<file path="config.mk">
export PLATFORM = sky130hd
export DESIGN_NAME = pixel_capture_sched
export DESIGN_NICKNAME = d
export VERILOG_FILES = /design/src/rtl/pixel_capture_sched_pkg.sv /design/src/rtl/pixel_capture_sched_pp_bank_tracker.sv /design/src/rtl/pixel_capture_sched.sv
export SDC_FILE = /design/constraint.sdc
export NUM_CORES = 1
export LEC_CHECK = 0
export CORE_MARGIN = 3
export CORE_UTILIZATION = 45
export DETAILED_ROUTE_END_ITERATION = 8
export PLACE_DENSITY = 0.79
export SYNTH_ARGS = -nofsm -noshare
export SYNTH_HDL_FRONTEND = slang
export SYNTH_SLANG_ARGS = --single-unit
export TNS_END_PERCENT = 30
</file>
<file path="constraint.sdc">
create_clock -name video_clk -period 2.4 [get_ports video_clk]
set_clock_uncertainty 0.1 [all_clocks]
set_input_delay 0.36 -clock video_clk [delete_from_list [all_inputs] [get_ports video_clk]]
set_output_delay 0.36 -clock video_clk [all_outputs]
set_load 0.03 [all_outputs]
</file>
<file path="src/rtl/pixel_capture_sched_pkg.sv">
// Shared encodings for the frame-capture scheduler: FSM states, bank states, pixel width.
package pixel_capture_sched_pkg;

    localparam int RGB565_W = 16;

    typedef enum logic [1:0] {
        ST_IDLE    = 2'd0,
        ST_WAIT_VS = 2'd1,
        ST_CAPTURE = 2'd2,
        ST_COMMIT  = 2'd3
    } cap_state_e;

    typedef enum logic [1:0] {
        BANK_FREE    = 2'd0,
        BANK_WRITING = 2'd1,
        BANK_FULL    = 2'd2
    } bank_state_e;

endpackage

</file>
<file path="src/rtl/pixel_capture_sched_pp_bank_tracker.sv">
// Ping-pong bank ownership between the capture writer and the consumer:
// per-bank FREE/WRITING/FULL state, age order of FULL banks and free-bank selection.
module pp_bank_tracker
    import pixel_capture_sched_pkg::*;
(
    input  logic clk_i,
    input  logic rst_i,
    input  logic alloc_i,
    input  logic alloc_bank_i,
    input  logic abort_i,
    input  logic abort_bank_i,
    input  logic commit_i,
    input  logic commit_bank_i,
    input  logic rd_done_i,
    output logic free_avail_o,
    output logic free_sel_o,
    output logic rd_valid_o,
    output logic rd_bank_o
);

    bank_state_e bank_q [2];
    bank_state_e bank_d [2];
    logic        last_commit_q, last_commit_d;
    logic        order_q, order_d;
    logic        full0, full1;
    logic        preferred;
    logic        release_rd;

    assign full0        = (bank_q[0] == BANK_FULL);
    assign full1        = (bank_q[1] == BANK_FULL);
    assign preferred    = ~last_commit_q;
    assign free_avail_o = (bank_q[0] == BANK_FREE) || (bank_q[1] == BANK_FREE);
    assign free_sel_o   = (bank_q[preferred] == BANK_FREE) ? preferred : ~preferred;
    assign rd_valid_o   = full0 || full1;
    // With both banks full the order bit names the older one.
    assign rd_bank_o    = (full0 && full1) ? order_q : full1;
    assign release_rd   = rd_done_i && rd_valid_o;

    always_comb begin
        bank_d        = bank_q;
        last_commit_d = last_commit_q;
        order_d       = order_q;
        if (alloc_i) begin
            bank_d[alloc_bank_i] = BANK_WRITING;
        end
        if (abort_i) begin
            bank_d[abort_bank_i] = BANK_FREE;
        end
        if (release_rd) begin
            bank_d[rd_bank_o] = BANK_FREE;
        end
        if (commit_i) begin
            bank_d[commit_bank_i] = BANK_FULL;
            last_commit_d         = commit_bank_i;
            order_d = (bank_d[~commit_bank_i] == BANK_FULL) ? ~commit_bank_i : commit_bank_i;
        end
    end

    always_ff @(posedge clk_i) begin
        if (rst_i) begin
            bank_q[0]     <= BANK_FREE;
            bank_q[1]     <= BANK_FREE;
            last_commit_q <= 1'b1;
            order_q       <= 1'b0;
        end else begin
            bank_q[0]     <= bank_d[0];
            bank_q[1]     <= bank_d[1];
            last_commit_q <= last_commit_d;
            order_q       <= order_d;
        end
    end

endmodule

</file>
<file path="src/rtl/pixel_capture_sched.sv">
// Frame-capture scheduler: arms on request, aligns to frame start and writes one
// frame of downsampled pixels into a ping-pong bank shared with the LED/zone consumer.
module pixel_capture_sched
    import pixel_capture_sched_pkg::*;
#(
    parameter int DATA_WIDTH    = RGB565_W,
    parameter int PIX_PER_FRAME = 49152,
    parameter int ADDR_W        = 16,
    parameter int TIMEOUT_CYC   = 2000000
) (
    input  logic                  video_clk,
    input  logic                  rst,
    input  logic                  cap_req,
    input  logic                  vs_i,
    input  logic                  pix_val_i,
    input  logic [DATA_WIDTH-1:0] pix_data_i,
    output logic                  sampler_en,
    output logic                  wr_en,
    output logic                  wr_bank,
    output logic [ADDR_W-1:0]     wr_addr,
    output logic [DATA_WIDTH-1:0] wr_data,
    output logic                  rd_valid,
    output logic                  rd_bank,
    input  logic                  rd_done,
    output logic                  frame_done,
    output logic                  busy,
    output logic                  err_short,
    output logic                  err_timeout
);

    localparam int                TMR_W    = $clog2(TIMEOUT_CYC + 1);
    localparam logic [ADDR_W-1:0] LAST_PIX = ADDR_W'(PIX_PER_FRAME - 1);
    localparam logic [TMR_W-1:0]  TMR_LOAD = TMR_W'(TIMEOUT_CYC - 1);

    cap_state_e            state_q, state_d;
    logic [ADDR_W-1:0]     cnt_q, cnt_d;
    logic [TMR_W-1:0]      timer_q, timer_d;
    logic                  bank_q, bank_d;
    logic                  pending_q, pending_d;

    logic                  sampler_en_q;
    logic                  busy_q;
    logic                  wr_en_q, wr_en_d;
    logic                  wr_bank_q;
    logic [ADDR_W-1:0]     wr_addr_q, wr_addr_d;
    logic [DATA_WIDTH-1:0] wr_data_q;
    logic                  frame_done_q, frame_done_d;
    logic                  err_short_q, err_short_d;
    logic                  err_timeout_q, err_timeout_d;

    logic                  alloc, abort, commit;
    logic                  free_avail, free_sel;

    pp_bank_tracker u_bank_tracker (
        .clk_i         (video_clk),
        .rst_i         (rst),
        .alloc_i       (alloc),
        .alloc_bank_i  (free_sel),
        .abort_i       (abort),
        .abort_bank_i  (bank_q),
        .commit_i      (commit),
        .commit_bank_i (bank_q),
        .rd_done_i     (rd_done),
        .free_avail_o  (free_avail),
        .free_sel_o    (free_sel),
        .rd_valid_o    (rd_valid),
        .rd_bank_o     (rd_bank)
    );

    always_comb begin
        state_d       = state_q;
        cnt_d         = cnt_q;
        timer_d       = timer_q;
        bank_d        = bank_q;
        pending_d     = pending_q;
        alloc         = 1'b0;
        abort         = 1'b0;
        commit        = 1'b0;
        wr_en_d       = 1'b0;
        wr_addr_d     = cnt_q;
        frame_done_d  = 1'b0;
        err_short_d   = 1'b0;
        err_timeout_d = 1'b0;

        case (state_q)
            ST_IDLE: begin
                // Requests arriving while busy are absorbed by the capture in flight.
                pending_d = pending_q || cap_req;
                if (pending_q && free_avail) begin
                    alloc     = 1'b1;
                    bank_d    = free_sel;
                    timer_d   = TMR_LOAD;
                    pending_d = 1'b0;
                    state_d   = ST_WAIT_VS;
                end
            end
            ST_WAIT_VS: begin
                if (vs_i) begin
                    cnt_d   = '0;
                    state_d = ST_CAPTURE;
                end else if (timer_q == '0) begin
                    abort         = 1'b1;
                    err_timeout_d = 1'b1;
                    pending_d     = 1'b0;
                    state_d       = ST_IDLE;
                end else begin
                    timer_d = timer_q - TMR_W'(1);
                end
            end
            ST_CAPTURE: begin
                if (vs_i) begin
                    // Frame restart wins over a coincident pixel, which becomes pixel 0.
                    err_short_d = (cnt_q != '0);
                    cnt_d       = '0;
                    if (pix_val_i) begin
                        wr_en_d   = 1'b1;
                        wr_addr_d = '0;
                        cnt_d     = ADDR_W'(1);
                    end
                end else if (pix_val_i) begin
                    wr_en_d   = 1'b1;
                    wr_addr_d = cnt_q;
                    if (cnt_q == LAST_PIX) begin
                        frame_done_d = 1'b1;
                        state_d      = ST_COMMIT;
                    end else begin
                        cnt_d = cnt_q + ADDR_W'(1);
                    end
                end
            end
            ST_COMMIT: begin
                commit  = 1'b1;
                state_d = ST_IDLE;
            end
            default: state_d = ST_IDLE;
        endcase
    end

    always_ff @(posedge video_clk) begin
        if (rst) begin
            state_q       <= ST_IDLE;
            cnt_q         <= '0;
            timer_q       <= '0;
            bank_q        <= 1'b0;
            pending_q     <= 1'b0;
            sampler_en_q  <= 1'b0;
            busy_q        <= 1'b0;
            wr_en_q       <= 1'b0;
            wr_bank_q     <= 1'b0;
            wr_addr_q     <= '0;
            wr_data_q     <= '0;
            frame_done_q  <= 1'b0;
            err_short_q   <= 1'b0;
            err_timeout_q <= 1'b0;
        end else begin
            state_q       <= state_d;
            cnt_q         <= cnt_d;
            timer_q       <= timer_d;
            bank_q        <= bank_d;
            pending_q     <= pending_d;
            sampler_en_q  <= (state_d == ST_CAPTURE);
            busy_q        <= (state_d != ST_IDLE);
            wr_en_q       <= wr_en_d;
            wr_bank_q     <= bank_q;
            wr_addr_q     <= wr_addr_d;
            wr_data_q     <= pix_data_i;
            frame_done_q  <= frame_done_d;
            err_short_q   <= err_short_d;
            err_timeout_q <= err_timeout_d;
        end
    end

    assign sampler_en  = sampler_en_q;
    assign busy        = busy_q;
    assign wr_en       = wr_en_q;
    assign wr_bank     = wr_bank_q;
    assign wr_addr     = wr_addr_q;
    assign wr_data     = wr_data_q;
    assign frame_done  = frame_done_q;
    assign err_short   = err_short_q;
    assign err_timeout = err_timeout_q;

endmodule

</file>
==> impl_metrics.tcl <==
set metrics [dict create \
    num_rows 32 \
    pwr-share-seq_pct 44.9 \
    nNetsFinal 493 \
    viasPerCell 5.446 \
    clkTransAtPathRegs_ps 90 \
    worst_pin_slew_ps 842.6 \
    fin_util_pct 59.38 \
    antenna_found_initial 0 \
    async_flop_share_pct 0 \
    crit_required_ps 1940 \
    syn_nets 425 \
    port_buffers 62 \
    cts_inserted_buffers 9 \
    slowest_delay_ps 710 \
    worst-path-buf-inv 1 \
    period_minus_slack_ps 2295 \
    dr.pass1.iters 5 \
    final_cells 574 \
    grt-ovfl-total 0 \
    die_h_um 97.06 \
    drc_errors 0 \
    io_pins 63 \
    cts_tree "built" \
    rsz0062_at_grt "no" \
    setup.worst_path.end_class "primary output" \
    switching_share_pct 33.80 \
    ctsResizeCount 0 \
    hold_viol 0 \
    vias 3126 \
    post_cts_buffers 0 \
    syn_area_sq_um 3731 \
    worstSkewPairLatency_ps 370 \
    hold_path.class "in2reg" \
    crit_slowest_cell "clkdlybuf4s50_1" \
    grt_pass1_wl_mm 13.91 \
    worst-r2r-cell-count 5 \
    synth_edf_count 0 \
    syn-mean-instance-area_sq_um 9.328 \
    p_int_mw 2.479 \
    core_area_sq_um 7888 \
    pwr-share-comb_pct 28.4 \
    grt_pass1_vias 2995 \
    ir_worst_vdd_v 0.0005807 \
    r2r-start "timer_q[2]" \
    max-clock-path-buffers 2 \
    synth_cells 400 \
    crit_chain "nand2b_1 > nor2_1 > clkdlybuf4s50_1" \
    yosysSeqAreaShare_pct 46.14 \
    r2r_slack_ps 240 \
    antenna_cells 0 \
    worstSetupPathType "reg2out" \
    rr_endpoint "timer_q[17]" \
    maxSlewViolCount 0 \
    ys_types 64 \
    max_slew_margin_pct 43.83 \
    power_density_nw_per_um2 799.6 \
    setup_violations 0 \
    clock_power_share_pct 26.7 \
    synth-warning-count 0 \
    synthTopCellsByArea "dfxtp_1 46%, nor2_1 3.6%, a21oi_1 3.4%, nor2b_1 3.4%, and2_1 3.0%" \
    drive_gt1_share_pct 11.44 \
    areaGrowthSynthToFinish_pct 25.52 \
    crit_arrival_ps 1840 \
    synth_ff_type "dfxtp_1" \
    final_min_period_over_clock_period_pct 95.63 \
    htree_levels 3 \
    wl_mm 8.058 \
    clock_sink_count 86 \
    dp_hpwl_mm 5.848 \
    startpoint_type "register" \
    place_congestion 0.8932 \
    numPlacedInstances 559 \
    grt_usage_pct 17.67 \
    drt_iter0_drc 147 \
    netlist.area_leader.share_pct 46.14 \
    cp_max_fo 4 \
    clockRootBuffer "clkbuf_8" \
    ant_nets 0 \
    fmax_mhz 435.7 \
    leakage_nw 1.703 \
    holdBufCountCts 0 \
    critPathCapture "rd_bank" \
    synth-seq-cells 86 \
    grt_max_degree 27 \
    synth_top_area_cell "dfxtp_1" \
    outcome "completed" \
    die_w_um 97.06 \
    start_util_pct 47.30 \
    p_sw_mw 1.266 \
    routedWlPerCell_um 14.04 \
    cap_violations 0 \
    crit_family "buffers and inverters" \
    die_area_sq_um 9420 \
    cp-startpoint "u_bank_tracker.bank_q[0]" \
    crit_cells 3 \
]
==> sequential cells by signal (all words and copies together) (netlist names) <==
register / flops
wr_bank: 1
cnt_q: 16
pending_q: 1
sampler_en: 1
state_q: 2
wr_data: 16
u_bank_tracker.bank_q: 4
wr_en: 1
u_bank_tracker.last_commit_q: 1
frame_done: 1
bank_q: 1
busy: 1
u_bank_tracker.order_q: 1
err_short: 1
timer_q: 21
wr_addr: 16
err_timeout: 1
==> layout make-up <==
class	count	area (sq um)
clock buffer	9	123.9
clock inverter	6	71.32
fill	681	3204
inverter	12	45.04
multi-input combinational	281	1858
sequential	86	1722
tap	102	127.6
timing repair buffer	78	735.7
==> power by group through the flow <==
stage | Combinational [mW] | Sequential (mW) | Clock, mW
CTS | 1.06 | 1.68 | 1.03
floorplan | 0.762 | 1.72 | 0
finish | 1.06 | 1.68 | 0.999
detailed placement | 1.05 | 1.71 | 0
global placement | 1.03 | 1.70 | 0
global route | 1.18 | 1.70 | 1.10
==> cells by family after synthesis <==
group | synth area share (%)
AND/OR/NAND/NOR | 29.14
AO/OA/AOI/OAI | 16.37
adder cells (fa/ha/maj) | 1.006
XOR/XNOR | 3.286
flip-flops | 46.14
buffers and inverters | 4.057
==> cell usage after synthesis (5+ instances only) <==
library cell,instances
xnor2_1,11
and3_1,5
o31ai_1,9
nor3_1,9
o21ai_0,10
nand3_1,5
nand4_1,9
and2_1,18
or3_1,9
a211oi_1,6
nor2_1,36
a21oi_1,25
inv_1,12
nor2b_1,20
a31oi_1,11
nor4_1,5
clkbuf_1,11
or4_1,6
dfxtp_1,86
nand2_1,21
==> metal layers <==
| layer | wire length [um] | track usage, % | vias to the layer above | part of all wire (%) |
|---|---|---|---|---|
| li1 | - | - | 1574 | - |
| met1 | 3538 | 21.84 | 1460 | 44 |
| met2 | 3991 | 29.46 | 80 | 50 |
| met3 | 406 | 5.887 | 12 | 5.0 |
| met4 | 121 | 4.968 | 0 | 1.5 |
| met5 | 0 | 0 | - | 0 |
==> worst min path at each step <==
stage,startpoint,to,slack [ps],cells past startpoint
global placement,timer_q[7],timer_q[7],360,2
finish,rst,cnt_q[8],160,2
global route,rst,cnt_q[1],170,2
detailed placement,timer_q[7],timer_q[7],360,2
floorplan,rst,wr_en,340,1
CTS,rst,cnt_q[8],150,2
==> cells in the final DEF (no fill, tap or decap), types with 6 or more instances in the layout <==
master,count
dfxtp_1,86
clkdlybuf4s50_1,61
nor2_1,36
a21oi_1,25
nand2_1,21
nor2b_1,20
and2_1,18
buf_4,16
inv_1,12
a31oi_1,11
xnor2_1,11
o21ai_0,10
nand4_1,9
nor3_1,9
o31ai_1,9
or3_1,9
clkbuf_8,9
a211oi_1,6
or4_1,6
==> worst reg2reg max path, stage by stage, from the launching register on <==
cell and delay [ps]:
dfxtp_1 390, nor4_4 390, nand3_2 230, o311ai_2 660, or4_1 200, a31oi_1 70
==> stage by stage <==
step | setup TNS [ps] | hold WS [ps] | instance area, sq um | total power, mW | setup WS [ps]
after global placement | 0 | 360.1 | 4488 | 2.739 | 48.20
after floorplan | 0 | 339.1 | 3731 | 2.479 | 414.4
after CTS | 0 | 150.2 | 4683 | 3.773 | 106.0
final | 0 | 157.8 | 4683 | 3.745 | 105.0
after detailed placement | -7.675 | 363.8 | 4488 | 2.768 | -7.428
after global routing | 0 | 167.2 | 4683 | 3.980 | 28.21
Note: power is estimated with default switching activity, not from simulation.
